### src/rtl/pc_next_unit_pkg.sv
// pc_next_unit shared definitions: branch funct3 codes,
// FSM state encoding and default PC vectors.
package pc_pkg;

    localparam logic [2:0] F3_BEQ  = 3'b000;
    localparam logic [2:0] F3_BNE  = 3'b001;
    localparam logic [2:0] F3_BLT  = 3'b100;
    localparam logic [2:0] F3_BGE  = 3'b101;
    localparam logic [2:0] F3_BLTU = 3'b110;
    localparam logic [2:0] F3_BGEU = 3'b111;

    localparam logic [31:0] DEF_RESET_VEC = 32'h0000_0000;
    localparam logic [31:0] DEF_TRAP_VEC  = 32'h0000_0100;

    typedef enum logic [1:0] {
        BOOT = 2'd0,
        RUN  = 2'd1,
        TRAP = 2'd2
    } pc_state_t;

endpackage

### src/rtl/pc_next_unit_if.sv
// Fetch-side bundle between the PC unit and instruction memory:
// request/ready handshake plus the fetch address and link value.
interface pc_next_unit_if #(
    parameter int XLEN = 32
) ();

    logic            imem_req;
    logic            imem_ready;
    logic [XLEN-1:0] pc;
    logic [XLEN-1:0] pc_plus4;

    modport master (
        output imem_req,
        output pc,
        output pc_plus4,
        input  imem_ready
    );

    modport slave (
        input  imem_req,
        input  pc,
        input  pc_plus4,
        output imem_ready
    );

endinterface

### src/rtl/pc_next_unit_branch_decide.sv
// Branch condition decode from funct3 and comparator flags,
// plus the unsigned-compare select for the comparator.
module branch_decide
    import pc_pkg::*;
(
    input  logic [2:0] funct3,
    input  logic       BrEq,
    input  logic       BrLt,
    output logic       cond,
    output logic       bru
);

    // Unsigned select depends on funct3 alone, never on the flags.
    assign bru = funct3[1];

    // Evaluate the branch condition selected by funct3.
    always_comb begin
        cond = 1'b0;
        unique case (funct3)
            F3_BEQ:  cond = BrEq;
            F3_BNE:  cond = !BrEq;
            F3_BLT:  cond = BrLt;
            F3_BGE:  cond = !BrLt;
            F3_BLTU: cond = BrLt;
            F3_BGEU: cond = !BrLt;
            default: cond = 1'b0;
        endcase
    end

endmodule

### src/rtl/pc_next_unit.sv
// Program counter owner: resolves branch/JAL/JALR redirects,
// gates advance on imem ready, traps misaligned targets.
module pc_next_unit
    import pc_pkg::*;
#(
    parameter int              XLEN      = 32,
    parameter logic [XLEN-1:0] RESET_VEC = DEF_RESET_VEC,
    parameter logic [XLEN-1:0] TRAP_VEC  = DEF_TRAP_VEC,
    parameter int              CNT_W     = 16
) (
    input  logic             clk,
    input  logic             rst_n,
    pc_next_unit_if.master   fetch,
    input  logic             branch,
    input  logic             jal,
    input  logic             jalr,
    input  logic [2:0]       funct3,
    input  logic [XLEN-1:0]  imm,
    input  logic [XLEN-1:0]  rs1_data,
    input  logic             BrEq,
    input  logic             BrLt,
    output logic             BrUn,
    output logic             taken,
    output logic             trap,
    input  logic             trap_ack,
    output logic [XLEN-1:0]  mtval,
    output logic [CNT_W-1:0] br_cnt,
    output logic [CNT_W-1:0] tk_cnt
);

    pc_state_t       state;
    logic [XLEN-1:0] pc_q;
    logic            req_q;
    logic            cond;
    logic            bru;
    logic            br_taken;
    logic [XLEN-1:0] jalr_sum;
    logic [XLEN-1:0] pc_rel;
    logic [XLEN-1:0] target;
    logic [XLEN-1:0] next_pc;
    logic            misaligned;
    logic            commit;

    branch_decide u_decide (
        .funct3 (funct3),
        .BrEq   (BrEq),
        .BrLt   (BrLt),
        .cond   (cond),
        .bru    (bru)
    );

    assign BrUn     = branch & bru;
    assign br_taken = branch & cond;

    assign fetch.pc       = pc_q;
    assign fetch.pc_plus4 = pc_q + XLEN'(4);
    assign fetch.imem_req = req_q;

    // Redirect target selection: jalr outranks jal and branch.
    always_comb begin
        jalr_sum = rs1_data + imm;
        pc_rel   = pc_q + imm;
        target   = pc_rel;
        if (jalr) begin
            target = {jalr_sum[XLEN-1:1], 1'b0};
        end
    end

    assign taken      = jalr | jal | br_taken;
    assign next_pc    = taken ? target : fetch.pc_plus4;
    assign misaligned = taken & (target[1:0] != 2'b00);
    assign commit     = (state == RUN) & fetch.imem_ready;

    // Control FSM with PC register, trap flag and registered fetch request.
    always_ff @(posedge clk or negedge rst_n) begin
        if (!rst_n) begin
            state <= BOOT;
            pc_q  <= RESET_VEC;
            req_q <= 1'b0;
            trap  <= 1'b0;
            mtval <= '0;
        end else begin
            unique case (state)
                BOOT: begin
                    state <= RUN;
                    req_q <= 1'b1;
                end
                RUN: begin
                    if (fetch.imem_ready) begin
                        if (misaligned) begin
                            state <= TRAP;
                            pc_q  <= TRAP_VEC;
                            mtval <= target;
                            trap  <= 1'b1;
                            req_q <= 1'b0;
                        end else begin
                            pc_q <= next_pc;
                        end
                    end
                end
                TRAP: begin
                    if (trap_ack) begin
                        state <= RUN;
                        trap  <= 1'b0;
                        req_q <= 1'b1;
                    end
                end
                default: begin
                    state <= BOOT;
                    req_q <= 1'b0;
                    trap  <= 1'b0;
                end
            endcase
        end
    end

    // Saturating branch and taken-branch counters, bumped on commit.
    always_ff @(posedge clk or negedge rst_n) begin
        if (!rst_n) begin
            br_cnt <= '0;
            tk_cnt <= '0;
        end else if (commit && branch) begin
            if (br_cnt != '1) begin
                br_cnt <= br_cnt + CNT_W'(1);
            end
            if (br_taken && (tk_cnt != '1)) begin
                tk_cnt <= tk_cnt + CNT_W'(1);
            end
        end
    end

endmodule

### src/flat_wrapper.sv
// flat-port wrapper written by rule: the top's interface ports become plain ports
module pc_next_unit_flat import pc_pkg::*;
#(
    parameter int              XLEN      = 32,
    parameter logic [XLEN-1:0] RESET_VEC = DEF_RESET_VEC,
    parameter logic [XLEN-1:0] TRAP_VEC  = DEF_TRAP_VEC,
    parameter int              CNT_W     = 16
)
  (clk, rst_n, branch, jal, jalr, funct3, imm, rs1_data, BrEq, BrLt, BrUn, taken, trap, trap_ack, mtval, br_cnt, tk_cnt, fetch_imem_req, fetch_pc, fetch_pc_plus4, fetch_imem_ready);
  pc_next_unit_if #(.XLEN(XLEN)) fetch_i ();
  input  logic clk;
  input  logic rst_n;
  input  logic branch;
  input  logic jal;
  input  logic jalr;
  input  logic [2:0] funct3;
  input  logic [XLEN-1:0] imm;
  input  logic [XLEN-1:0] rs1_data;
  input  logic BrEq;
  input  logic BrLt;
  output logic BrUn;
  output logic taken;
  output logic trap;
  input  logic trap_ack;
  output logic [XLEN-1:0] mtval;
  output logic [CNT_W-1:0] br_cnt;
  output logic [CNT_W-1:0] tk_cnt;
  output wire logic [$bits(fetch_i.imem_req)-1:0] fetch_imem_req;
  output wire logic [$bits(fetch_i.pc)-1:0] fetch_pc;
  output wire logic [$bits(fetch_i.pc_plus4)-1:0] fetch_pc_plus4;
  input wire logic [$bits(fetch_i.imem_ready)-1:0] fetch_imem_ready;
  assign fetch_imem_req = fetch_i.imem_req;
  assign fetch_pc = fetch_i.pc;
  assign fetch_pc_plus4 = fetch_i.pc_plus4;
  assign fetch_i.imem_ready = fetch_imem_ready;
  pc_next_unit #(.XLEN(XLEN), .RESET_VEC(RESET_VEC), .TRAP_VEC(TRAP_VEC), .CNT_W(CNT_W)) u_core (.clk(clk), .rst_n(rst_n), .fetch(fetch_i), .branch(branch), .jal(jal), .jalr(jalr), .funct3(funct3), .imm(imm), .rs1_data(rs1_data), .BrEq(BrEq), .BrLt(BrLt), .BrUn(BrUn), .taken(taken), .trap(trap), .trap_ack(trap_ack), .mtval(mtval), .br_cnt(br_cnt), .tk_cnt(tk_cnt));
endmodule
### config.mk
export PLATFORM = sky130hd
export DESIGN_NAME = pc_next_unit_flat
export DESIGN_NICKNAME = d
export VERILOG_FILES = /design/src/rtl/pc_next_unit_pkg.sv /design/src/rtl/pc_next_unit_if.sv /design/src/rtl/pc_next_unit_branch_decide.sv /design/src/rtl/pc_next_unit.sv /design/src/flat_wrapper.sv
export SDC_FILE = /design/constraint.sdc
export NUM_CORES = 1
export LEC_CHECK = 0
export CORE_MARGIN = 5
export CORE_UTILIZATION = 52
export DETAILED_ROUTE_END_ITERATION = 12
export PLACE_DENSITY = 0.83
export SYNTH_ARGS = -nofsm -noshare
export SYNTH_HDL_FRONTEND = slang
export SYNTH_SLANG_ARGS = --single-unit
### constraint.sdc
create_clock -name clk -period 5.21 [get_ports clk]
set_clock_uncertainty 0.05 [all_clocks]
set_input_delay 1.042 -clock clk [delete_from_list [all_inputs] [get_ports clk]]
set_output_delay 1.042 -clock clk [all_outputs]
set_load 0.01 [all_outputs]
Yosys cells after proc, flatten, opt, wreduce, memory -nomap -nowiden
Index checks and enable logic that the tools add are counted.
Widths: inputs -> output; s select.
{"block": "word_totals", "word_cells": 62, "register_bits": 100, "input_bits": 76, "output_inout_bits": 132}
{"block": "op_classes", "bitwise": 7, "eq_ne": 12, "addsub": 5, "muxes": 16, "n_reduce_logical": 15}
{"operator": "$mux 32", "n": 3}
{"operator": "$add 32x32->32", "n": 2}
{"operator": "$add 16x1->16 const B", "n": 2}
{"operator": "$add 32x3->32 const B", "n": 1}
{"operator": "$ne 16x16->1 const B", "n": 2}
{"operator": "$eq 3x3->1 const B", "n": 4}
{"operator": "$mux 1", "n": 6}
{"operator": "$mux 2", "n": 3}
{"operator": "$pmux 1 s3", "n": 2}
{"operator": "$pmux 2 s3", "n": 1}
{"operator": "$reduce_and 2->1", "n": 3}
{"operator": "$reduce_and 3->1", "n": 2}
{"operator": "$and 1x1->1", "n": 4}
{"operator": "$ne 2x2->1 const B", "n": 2}
{"operator": "$pmux 1 s4", "n": 1}
{"operator": "$reduce_and 4->1", "n": 1}
{"operator": "$reduce_or 2->1", "n": 2}
{"operator": "$eq 3x1->1 const B", "n": 1}
{"operator": "$logic_not 3->1", "n": 1}
{"operator": "$eq 2x1->1 const B", "n": 1}
{"operator": "$eq 2x2->1 const B", "n": 1}
{"operator": "$logic_and 1x1->1", "n": 2}
{"operator": "$logic_not 1->1", "n": 2}
{"operator": "$logic_not 2->1", "n": 1}
{"operator": "4 further kinds", "n": 5}

Longest topological paths before layout
Gate-level depths: netlist (run 1).
{"block": "logic_depth", "word_depth": 9, "mapped_depth": 11, "ltp_nobuf": 11}

By module
A second synthesis (run 1) with hierarchy kept.
{"block": "hier_totals", "hier_cells": 1030, "hier_area_um2": 8536.9}
{"mod": "pc_next_unit", "instances": 1, "seq_area_each_um2": 2502.4, "cells_each": 1024, "area_per_inst_um2": 8493.1}
{"mod": "branch_decide", "instances": 1, "seq_area_each_um2": 0.0, "cells_each": 6, "area_per_inst_um2": 43.8}

Worst setup path after synthesis (run 1)
No wires, ideal clock.
{"block": "synth_timing", "path_type": "input to register", "startpoint": "input port imm[0]", "endpoint": "register u_core.pc_q[20], in the netlist u_core.fetch.pc[20]", "arrival_time_ns": 3.314, "n_path_buf": 0, "t_required_ns": 5.034, "slack_ns": 1.720, "setup_ns": 0.126, "path_stages": 11, "cell_sequence": "ha_1 > fa_1 > a21o_1 > a311oi_2 > o31ai_4 > o21bai_2 > o21ai_1 > a21boi_1 > xnor2_1 > a21oi_1 > a221o_1"}
{"block": "synth_via", "elab_chain_cells": 5, "elab_cells_between_ends": 7, "classes_between": "add/sub (2); mux (3); bitwise (1); reduce/logical (1)"}
{"item": "start: declaration", "line_no": "flat_wrapper.sv:17", "source": "input logic [XLEN-1:0] imm;"}
{"item": "$add 32x32->32 (on tied branches)", "line_no": "pc_next_unit.sv:62, pc_next_unit.sv:61"}
{"item": "$mux 32 *", "line_no": "pc_next_unit.sv:64", "source": "if (jalr) begin"}
{"item": "$reduce_bool 2->1", "line_no": "pc_next_unit.sv:71", "source": "assign misaligned = taken & (target[1:0] != 2'b00);"}
{"item": "$and 1x1->1", "line_no": "pc_next_unit.sv:71"}
{"item": "$mux 32 *", "line_no": "pc_next_unit.sv:90", "source": "if (misaligned) begin"}
{"item": "end signal: assignment", "line_no": "pc_next_unit.sv:97", "source": "pc_q <= next_pc;"}
{"item": "end: declaration", "line_no": "pc_next_unit.sv:32", "source": "logic [XLEN-1:0] pc_q;"}
Mark *: on every way between the ends. The rest lies on a longest branch, timed or not.
A chain may end at the register's enable or synchronous reset.

Final worst setup path (run 1)
{"block": "layout_timing", "startpoint": "register u_core.pc_q[4], in the netlist u_core.fetch.pc[4]", "endpoint": "output port fetch_pc_plus4[31]"}
{"block": "layout_via", "elab_chain_cells": 1}
{"item": "$add 32x3->32", "line_no": "pc_next_unit.sv:56", "source": "assign fetch.pc_plus4 = pc_q + XLEN'(4);"}
{"item": "end: declaration", "line_no": "flat_wrapper.sv:30", "source": "output wire logic [$bits(fetch_i.pc_plus4)-1:0] fetch_pc_plus4;"}
Every way passes these cells.

==> results of run 1 <==
==> cells in the mapped netlist, types with 3 or more instances <==
cell / number / share of area [%]
o311a_1: 3 / 0.35
a31oi_1: 11 / 0.79
inv_1: 20 / 0.87
o21bai_1: 11 / 0.95
a221o_1: 4 / 0.46
and2_1: 5 / 0.36
o21ai_1: 25 / 1.4
buf_2: 4 / 0.23
nand2_1: 134 / 5.8
mux2_2: 13 / 1.7
a21oi_1: 97 / 5.6
buf_1: 3 / 0.13
o211ai_1: 4 / 0.35
nor2_1: 97 / 4.2
nor4_1: 6 / 0.43
nand2b_1: 11 / 0.79
xor2_1: 46 / 4.6
dfrtp_1: 99 / 29
nor3_1: 19 / 1.1
and3_1: 17 / 1.2
a21o_1: 22 / 1.9
o21ai_0: 59 / 3.4
a22oi_1: 11 / 0.95
a211oi_1: 7 / 0.61
nand3_1: 34 / 2.0
a221oi_1: 10 / 1.0
xnor2_1: 67 / 6.8
ha_1: 64 / 9.2
a41oi_1: 3 / 0.30
o31ai_1: 8 / 0.69
and4_1: 5 / 0.51
o21a_1: 5 / 0.43
clkbuf_1: 48 / 2.1
mux2i_1: 6 / 0.69
o22ai_1: 4 / 0.29
or3_1: 3 / 0.22
nand4_1: 28 / 2.0
a22o_1: 3 / 0.30
==> cell type report <==
type	count	area [um2]
Multi-Input combinational cell	893	5880
Fill cell	1418	5340
Inverter	22	82.6
Clock inverter	7	70.1
Tap cell	220	275
Timing Repair Buffer	214	2120
Clock buffer	9	225
Sequential cell	99	2480
==> critical path, stage by stage, from the launching register on <==
cell and delay, ns:
dfrtp_1 0.52, nand3_1 0.22, nor2_2 0.23, nand4_1 0.40, nor3_1 0.52, nand2b_1 0.28, nor2_1 0.17, xor2_1 0.29
clkdlybuf4s50_1 0.61
==> worst paths after layout <==
check,to,slack (ns),depth (start not counted)
hold reg to reg,u_core.mtval[13],0.43,2
setup reg to reg,u_core.mtval[29],1.81,10
max in group asynchronous,u_core.fetch.pc[16],3.42,2
hold / removal,u_core.mtval[13],0.43,2
setup / recovery,fetch_pc_plus4[31],0.51,8
min in group asynchronous,u_core.tk_cnt[11],0.74,1
==> state kept, by name, summed over array words and instances, names as in the netlist <==
| name | cells |
|---|---|
| u_core.state | 2 |
| u_core.fetch.pc | 32 |
| u_core.tk_cnt | 16 |
| u_core.trap | 1 |
| u_core.br_cnt | 16 |
| u_core.mtval | 32 |
==> power by group <==
part           leakage (nW)  internal (mW)  switching [mW]
Sequential             1.26           1.03           0.403
Combinational          3.33           1.51            1.67
Clock                 0.147          0.338           0.320
==> metal layers <==
| metal | track usage [%] | up-vias | share of wire [%] |
|---|---|---|---|
| met2 | 50.4 | 419 | 48 |
| met4 | 7.78 | 0 | 2.5 |
| met3 | 5.45 | 50 | 7.7 |
| met5 | 0 | - | 0 |
| met1 | 40.0 | 4261 | 42 |
| li1 | - | 4226 | - |
==> metrics by stage <==
step | total power, mW | instances | hold slack (ns) | util [%] | area [um2]
after detailed placement | 4.57 | 1448 | 0.421 | 65.8 | 10800
after global routing | 5.60 | 1464 | 0.461 | 67.6 | 11100
final | 5.27 | 1464 | 0.433 | 67.6 | 11100
after global placement | 4.55 | 1448 | 0.413 | 65.8 | 10800
after CTS | 5.26 | 1464 | 0.437 | 67.6 | 11100
after floorplan | 3.14 | 1072 | 0.420 | - | 8670
==> cells by family after synthesis <==
kind of cell               synth area share [%]
xor gates and xnor gates                   11.4
AOI/OAI and AO/OA                          24.3
muxes                                      2.38
and+or+nand+nor                            19.9
DFF                                        28.6
buffers and inverters                      3.69
adders and majority gates                  9.70
==> cell usage in the layout (no fill, tap or decap), types with 8 or more instances in the layout <==
master / n
dfrtp_1: 99
nand2_1: 134
nand2b_1: 11
o31ai_1: 8
nand4_1: 28
nor3_1: 18
a221oi_1: 10
a21oi_1: 97
and3_1: 17
xor2_1: 46
buf_4: 8
nand3_1: 34
o21bai_1: 11
clkdlybuf4s50_1: 206
mux2_2: 13
ha_1: 64
a22oi_1: 11
xnor2_1: 67
nor2_1: 97
a21o_1: 22
o21ai_1: 25
clkbuf_16: 9
a31oi_1: 11
inv_1: 20
o21ai_0: 59
==> out/results.txt, run 1 <==
Clock root buffer -> clkbuf_16
Sequential cell area fraction in the yosys report -> 28.6%
# IOs -> 208
Endpoints failing hold -> 0
Tot GR Track Use -> 29.9%
Crit Path Max Fanout -> 8
Min-delay src -> u_core.mtval[13]
Slew HR -> 40.2%
DRC errors left -> 0
Row cnt -> 47
Routed vias -> 8956
Mapped Cells -> 1072
Post-Syn Area -> 8670 um2
Gpl congestion -> 0.983
Clock sinks -> 99
Starting density of the core -> 52.7%
First-pass GRT wire length -> 46900 um
Final ANT Viol Nets -> 0
Synth Register Bits -> 99
Worst-Skew Late Latency -> 0.35 ns
DR vias/cell -> 6.12
Maximum VDD drop -> 0.000382 V
Worst min path class -> register to register
Initial antenna violation count -> 0
Setup crit start -> u_core.fetch.pc[4]
Worst EP arrival -> 3.61 ns
Library cells used by synthesis -> 80
Syn Area/Cell -> 8.09 um2
Place WS -> 0.855 ns
Worst setup margin -> 0.512 ns
Pin count of the biggest net entering global routing -> 71
GRT overflow -> 0
Synth Flop Type -> dfrtp_1
Total Nets Final -> 1381
Syn. warnings -> 0
Worst setup EP type -> primary output
CTS H-tree depth -> 3
DP HPWL -> 23500 um
EDFF count, synth -> 0
CTS tree -> yes
Sum Neg Setup Slack -> 0 ns
Total CTS buffers -> 9
Post-CTS Hold Fix Bufs -> 0
ANT cells -> 0
Number of detailed-route iterations in the first pass -> 5
Setup Crit Path Kind -> register to primary output
Clock transition at path regs -> 0.08 ns
Fin crit share -> 90.2%
PortBufs -> 207
Static Leak -> 4.74 nW
Pins Over Slew Limit -> 0
Number of global-route vias before repair -> 8557
Iteration-0 DRC Markers -> 758
Minimum clock period -> 4.70 ns
Resized Gates After CTS -> 0
Core area -> 16500 um2
Die area -> 19400 um2
Async SR Flop Fraction -> 100%
Die X -> 139 um
Synthesized net count -> 1214
Worst R2R Start -> u_core.fetch.pc[6]
Fraction of layout cells with a size suffix above 1 -> 4.42%
Max Clk Rate -> 0.213 GHz
Routed length per instance -> 20.3 um
Cell area power density -> 474 nW/um2
Final Setup Violations -> 0
Critical path required time -> 4.12 ns
RSZ-0062 raised after global routing -> no
Maxcap violations -> 0
Crit start category -> register
Longest Clk Path Bufs -> 2
Post-CTS Setup Inserts -> 0
P&R area growth vs syn -> 28.4%
Die Ht -> 139 um
Outcome -> finished, final reports clean
Drt total wl -> 29800 um
Worst Max-Slew Pin Slew -> 0.896 ns
Power figures use the tool's default switching activity.
==> run 2, diff against run 1 <==
==> constraint.sdc (replaced) <==
create_clock -name clk -period 5.21 [get_ports clk]
set_clock_uncertainty 0.05 [all_clocks]
set_input_delay 0.521 -clock clk [delete_from_list [all_inputs] [get_ports clk]]
set_output_delay 0.521 -clock clk [all_outputs]
set_load 0.01 [all_outputs]
==> run 2 against run 1 <==
Effect of this change:
- sequential cell count unchanged
- hold slack worse by 0.38 ns
- worst setup slack better by 0.43 ns
- non-clock buffer count unchanged
- sequential share of layout area unchanged
- utilization unchanged
- combinational power about the same
- die area unchanged
- count of clock-buffer cells in the layout unchanged
==> out/results.txt, run 2 (same netlist as run 1, synthesis figures left out) <==
Outcome -> finished, final reports clean (unchanged)
Routed length per instance -> 19.9 um (was 20.3 um)
P&R area growth vs syn -> 28.4% (unchanged)
FF-to-FF path depth -> 10 (unchanged)
Starting density of the core -> 52.7% (unchanged)
Number of detailed-route iterations in the first pass -> 5 (unchanged)
DR vias/cell -> 6.22 (was 6.12)
Worst Max-Slew Pin Slew -> 0.865 ns (was 0.896 ns)
CTS H-tree depth -> 3 (unchanged)
Crit start category -> register (unchanged)
Fin crit share -> 81.9% (was 90.2%)
CTS tree -> yes (unchanged)
PortBufs -> 207 (unchanged)
Maxcap violations -> 0 (unchanged)
Maximum VDD drop -> 0.000335 V (was 0.000382 V)
Critical path required time -> 4.64 ns (was 4.12 ns)
Number of global-route vias before repair -> 8596 (was 8557)
Sum Neg Setup Slack -> 0 ns (unchanged)
RSZ-0062 raised after global routing -> no (unchanged)
R2R Setup Slk -> 1.88 ns (was 1.81 ns)
Die X -> 139 um (unchanged)
Post-CTS Setup Inserts -> 0 (unchanged)
ANT cells -> 0 (unchanged)
GRT overflow -> 0 (unchanged)
Pint -> 2.88 mW (about the same)
Crit Path Max Fanout -> 8 (unchanged)
Setup Crit Path Kind -> register to primary output (unchanged)
Die area -> 19400 um2 (unchanged)
Clock power share -> 12.7% (was 12.5%)
Die Ht -> 139 um (unchanged)
Sequential power share -> 27.2% (about the same)
Net Sw Frac -> 45.5% (was 45.4%)
Clock sinks -> 99 (unchanged)
Final Setup Violations -> 0 (unchanged)
Worst setup EP type -> primary output (unchanged)
DP HPWL -> 22800 um (was 23500 um)
Core area -> 16500 um2 (unchanged)
Comb power frac -> 60.1% (was 60.3%)
Worst setup margin -> 0.945 ns (was 0.512 ns)
Post-CTS Hold Fix Bufs -> 0 (unchanged)
Resized Gates After CTS -> 0 (unchanged)
Slew HR -> 42.3% (was 40.2%)
Pin count of the biggest net entering global routing -> 67 (was 71)
Total CTS buffers -> 9 (unchanged)
# IOs -> 208 (unchanged)
DRC errors left -> 0 (unchanged)
Worst EP arrival -> 3.69 ns (was 3.61 ns)
Minimum clock period -> 4.27 ns (was 4.70 ns)
Worst R2R Start -> u_core.fetch.pc[4] (was u_core.fetch.pc[6])
Tot GR Track Use -> 28.8% (was 29.9%)
Fraction of layout cells with a size suffix above 1 -> 4.42% (unchanged)
Place WS -> 1.41 ns (was 0.855 ns)
Longest Clk Path Bufs -> 2 (unchanged)
Total Nets Final -> 1381 (unchanged)
Gpl congestion -> 0.969 (was 0.983)
First-pass GRT wire length -> 45300 um (was 46900 um)
Final ANT Viol Nets -> 0 (unchanged)
Max Clk Rate -> 0.234 GHz (was 0.213 GHz)
FF-to-FF End -> u_core.mtval[29] (unchanged)
Row cnt -> 47 (unchanged)
Pins Over Slew Limit -> 0 (unchanged)
Most common cell after layout, fill and taps aside -> clkdlybuf4s50_1 (unchanged)
Drt total wl -> 29100 um (was 29800 um)
Commonest cells after routing, fill and taps aside -> clkdlybuf4s50_1, nand2_1, dfrtp_1, nor2_1, a21oi_1 (unchanged)
Worst-Skew Late Latency -> 0.36 ns (was 0.35 ns)
Cell area power density -> 475 nW/um2 (was 474 nW/um2)
Clock root buffer -> clkbuf_16 (unchanged)
Switch Pwr -> 2.41 mW (was 2.39 mW)
Clock transition at path regs -> 0.08 ns (about the same)
Static Leak -> 4.74 nW (about the same)
Worst min path class -> input pin to async pin (was register to register)
Endpoints failing hold -> 0 (unchanged)
Iteration-0 DRC Markers -> 755 (was 758)
Routed vias -> 9100 (was 8956)
Initial antenna violation count -> 0 (unchanged)
==> run 2: cell types whose count changed in the layout (fill, tap and decap cells not counted), sizes merged <==
cell / delta
inv: +1
clkinv: -1
==> run 2: per-stage QoR <==
step / power, mW / util, % / hold slack [ns] / std cells / instance area [um2]
4_1_cts: 5.25 / 67.6 / 0.0692 / 1464 / 11100
6_report: 5.28 / 67.6 / 0.0546 / 1464 / 11100
3_5_place_dp: 4.56 / 65.8 / 0.421 / 1448 / 10800
3_3_place_gp: 4.53 / 65.8 / 0.414 / 1448 / 10800
5_1_grt: 5.59 / 67.6 / 0.0824 / 1464 / 11100
2_1_floorplan: 3.14 / - / 0.175 / 1072 / 8670
==> run 2: metal layers <==
| layer | share of wire (%) | vias to the layer above | GRT usage, % | routed length, um |
|---|---|---|---|---|
| met3 | 8.1 | 87 | 5.59 | 2360 |
| met5 | 0 | - | 0 | 0 |
| met4 | 4.0 | 0 | 10.8 | 1150 |
| li1 | - | 4244 | - | - |
| met1 | 42 | 4263 | 38.6 | 12100 |
| met2 | 46 | 506 | 46.2 | 13500 |
==> run 2: worst max path at each step <==
stage	from	endpoint	slack, ns
floorplan	imm[0]	u_core.fetch.pc[20]	2.24
global placement	u_core.fetch.pc[4]	fetch_pc_plus4[25]	1.42
detailed placement	imm[0]	u_core.mtval[28]	1.41
CTS	u_core.fetch.pc[4]	fetch_pc_plus4[25]	1.05
global route	u_core.fetch.pc[4]	fetch_pc_plus4[25]	0.76
finish	u_core.fetch.pc[4]	fetch_pc_plus4[25]	0.94
==> run 2: power groups by stage <==
stage / Combinational, mW / Sequential (mW) / Clock, mW
global placement: 3.10 / 1.43 / 0
finish: 3.18 / 1.44 / 0.669
floorplan: 1.71 / 1.44 / 0
detailed placement: 3.13 / 1.44 / 0
global route: 3.42 / 1.47 / 0.705
CTS: 3.15 / 1.43 / 0.672
==> run 2: area by class of cell <==
type / instances / area, um2
clock buffers: 9 / 225
inverters: 22 / 82.6
well taps: 220 / 275
flip-flops and latches: 99 / 2480
fillers: 1374 / 5340
clock inverters: 7 / 70.1
repair buffers: 214 / 2120
multi-input cells: 893 / 5880
==> run 2: critical path: stages (launching register included) <==
cell	delay, ns
dfrtp_1	0.51
nand3_1	0.22
nor2_2	0.24
nand4_1	0.43
nor3_1	0.52
nand2b_1	0.32
nor2_1	0.19
xor2_1	0.30
clkdlybuf4s50_1	0.60
==> run 3, diff against run 2 <==
--- a/config.mk
+++ b/config.mk
@@ -6,9 +6,9 @@
 export NUM_CORES = 1
 export LEC_CHECK = 0
 export CORE_MARGIN = 5
-export CORE_UTILIZATION = 52
+export CORE_UTILIZATION = 46
 export DETAILED_ROUTE_END_ITERATION = 12
-export PLACE_DENSITY = 0.83
+export PLACE_DENSITY = 0.78
 export SYNTH_ARGS = -nofsm -noshare
 export SYNTH_HDL_FRONTEND = slang
 export SYNTH_SLANG_ARGS = --single-unit
==> constraint.sdc (replaced) <==
create_clock -name clk -period 3.6 [get_ports clk]
set_clock_uncertainty 0.05 [all_clocks]
set_input_delay 0.36 -clock clk [delete_from_list [all_inputs] [get_ports clk]]
set_output_delay 0.36 -clock clk [all_outputs]
set_load 0.01 [all_outputs]
==> run 3 against run 2 <==
Effect of this change:
- cell count is 3.3% higher
- critical path type unchanged
- largest power group unchanged
- critical endpoint is now fetch_pc_plus4[30]
- sequential power is 42% higher
- sequential share of layout area is 0.61 points lower
==> out/results.txt, run 3 (same netlist as run 1, synthesis figures left out) <==
Outcome -> finished, final reports clean (unchanged)
Sum Neg Setup Slack -> 0 ns (unchanged)
Hold slack -> 0.0986 ns (was 0.0546 ns)
GRT overflow -> 0 (unchanged)
Crit Path Max Fanout -> 5 (was 8)
Core area -> 18600 um2 (was 16500 um2)
Worst min path class -> input pin to async pin (unchanged)
Static Leak -> 4.91 nW (was 4.74 nW)
Worst-path cell chain -> ha_2 -> and3_1 -> nand4_2 -> or3_4 -> nor2_1 -> nand4_1 -> xnor2_1 -> clkdlybuf4s50_1 (was nand3_1 -> nor2_2 -> nand4_1 -> nor3_1 -> nand2b_1 -> nor2_1 -> xor2_1 -> clkdlybuf4s50_1)
Worst Max-Slew Pin Slew -> 0.988 ns (was 0.865 ns)
Drt total wl -> 29700 um (was 29100 um)
Final Setup Violations -> 0 (unchanged)
CP max-delay cell -> clkdlybuf4s50_1 (unchanged)
Max Clk Rate -> 0.282 GHz
Iteration-0 DRC Markers -> 681 (was 755)
Placed cell areas -> 11100 um2 (was 10800 um2)
Number of detailed-route iterations in the first pass -> 6 (was 5)
Worst setup EP type -> primary output (unchanged)
Initial antenna violation count -> 0 (unchanged)
Endpoints failing hold -> 0 (unchanged)
Pin count of the biggest net entering global routing -> 78 (was 67)
Crit start category -> register (unchanged)
Minimum clock period -> 3.55 ns
Routed length per instance -> 19.6 um (was 19.9 um)
Crit path buf inv count -> 1 (unchanged)
Maximum VDD drop -> 0.000414 V (was 0.000335 V)
Gpl congestion -> 0.963 (was 0.969)
Worst EP arrival -> 3.14 ns (was 3.69 ns)
First-pass GRT wire length -> 46200 um (was 45300 um)
CTS tree -> yes (unchanged)
Tot GR Track Use -> 26.6% (was 28.8%)
Critical path required time -> 3.19 ns (was 4.64 ns)
P&R area growth vs syn -> 32.1% (was 28.4%)
Top delay family on crit path -> simple AND/OR/NAND/NOR gates (unchanged)
Setup Crit Path Kind -> register to primary output (unchanged)
Clock sinks -> 99 (unchanged)
Slew HR -> 34.2% (was 42.3%)
Row cnt -> 50 (was 47)
Post-CTS Setup Inserts -> 0 (unchanged)
Die X -> 147 um (was 139 um)
ANT cells -> 0 (unchanged)
Post-CTS Hold Fix Bufs -> 0 (unchanged)
DR vias/cell -> 6.03 (was 6.22)
Worst-Skew Late Latency -> 0.36 ns (about the same)
Fraction of layout cells with a size suffix above 1 -> 7.51% (was 4.42%)
Final ANT Viol Nets -> 0 (unchanged)
Clock root buffer -> clkbuf_16 (unchanged)
FF-to-FF path depth -> 10 (unchanged)
Number of global-route vias before repair -> 8660 (was 8596)
Filler cells -> 1668 (was 1374)
Metal3 WL -> 2130 um (was 2360 um)
Total Nets Final -> 1415 (was 1381)
Die Ht -> 147 um (was 139 um)
R2R Setup Slk -> 0.26 ns (was 1.88 ns)
Metal2 WL -> 14000 um (was 13500 um)
Longest Clk Path Bufs -> 2 (unchanged)
Resized Gates After CTS -> 0 (unchanged)
Clock transition at path regs -> 0.07 ns (was 0.08 ns)
Met1 WL -> 12500 um (was 12100 um)
PortBufs -> 207 (unchanged)
DP HPWL -> 23800 um (was 22800 um)
# IOs -> 208 (unchanged)
Final non-filler cell area -> 11500 um2 (was 11100 um2)
Cell area power density -> 690 nW/um2 (was 475 nW/um2)
Starting density of the core -> 46.5% (was 52.7%)
Routed vias -> 9122 (was 9100)
Top routing layer used -> met4 (unchanged)
CP max stage delay -> 0.60 ns (about the same)
Die area -> 21700 um2 (was 19400 um2)
FF-to-FF End -> u_core.mtval[29] (unchanged)
Most common cell after layout, fill and taps aside -> clkdlybuf4s50_1 (unchanged)
Commonest cells after routing, fill and taps aside -> clkdlybuf4s50_1, nand2_1, nor2_1, a21oi_1, dfrtp_1 (was clkdlybuf4s50_1, nand2_1, dfrtp_1, nor2_1, a21oi_1)
CTS H-tree depth -> 3 (unchanged)
Pins Over Slew Limit -> 0 (unchanged)
Fin crit share -> 98.6%
DRC errors left -> 0 (unchanged)
Total CTS buffers -> 9 (unchanged)
Worst R2R Start -> u_core.fetch.pc[6] (was u_core.fetch.pc[4])
Maxcap violations -> 0 (unchanged)
==> run 3: cell count changes in the layout (fill, tap and decap cells not counted), moves of 2 or more <==
cell / previous run / this run
dfrtp_2: 0 / 2
bufinv_16: 0 / 2
dfrtp_1: 99 / 97
buf_4: 8 / 42
==> run 3: worst max-delay path by stage <==
stage | slack (ns) | from | depth (start not counted) | endpoint
floorplan | 0.69 | u_core.fetch.pc[0] | 11 | u_core.fetch.pc[20]
global placement | 0.1 | imm[0] | 12 | u_core.mtval[26]
detailed placement | -0.0003 | imm[0] | 12 | u_core.fetch.pc[16]
CTS | 0.01 | u_core.fetch.pc[3] | 8 | fetch_pc_plus4[27]
global route | -0.11 | u_core.fetch.pc[2] | 8 | fetch_pc_plus4[30]
finish | 0.05 | u_core.fetch.pc[2] | 8 | fetch_pc_plus4[30]
==> run 3: layout make-up <==
type	count	area, um2	area share (%)
Clock buffer	9	225	1.97
Clock inverter	7	105	0.917
Inverter	22	82.6	0.721
Multi-Input combinational cell	893	5900	51.5
Sequential cell	99	2480	21.6
Tap cell	234	293	2.56
Timing Repair Buffer	248	2370	20.7
==> run 3: worst register-to-register path, stage by stage (launching register included) <==
cell	delay, ns
dfrtp_1	0.49
ha_1	0.41
a21o_1	0.23
a22oi_2	0.23
a21oi_1	0.13
a22oi_1	0.35
nand2_1	0.20
and3_1	0.19
a2111oi_1	0.40
o211ai_1	0.25
mux2_2	0.31
==> run 3: routing by layer <==
metal / vias up / track usage (%)
met1: 4317 / 35.0
met4: 0 / 10.6
met3: 70 / 3.82
li1: 4319 / -
met2: 416 / 44.4
met5: - / 0
==> run 3: per-stage QoR <==
step	util, %	cells	setup slack (ns)	total power [mW]
2_1_floorplan	-	1072	0.690	4.55
3_3_place_gp	59.6	1496	0.0966	6.73
3_5_place_dp	59.6	1496	-0.000349	6.77
4_1_cts	61.3	1512	0.00975	7.88
5_1_grt	61.4	1512	-0.110	8.40
6_report	61.4	1512	0.0510	7.91
==> run 3: power by group <==
group	internal (mW)	total (mW)	switching, mW
combinational	2.32	4.79	2.48
clock	0.622	1.08	0.455
sequential	1.50	2.04	0.540
total	4.43	7.91	3.47
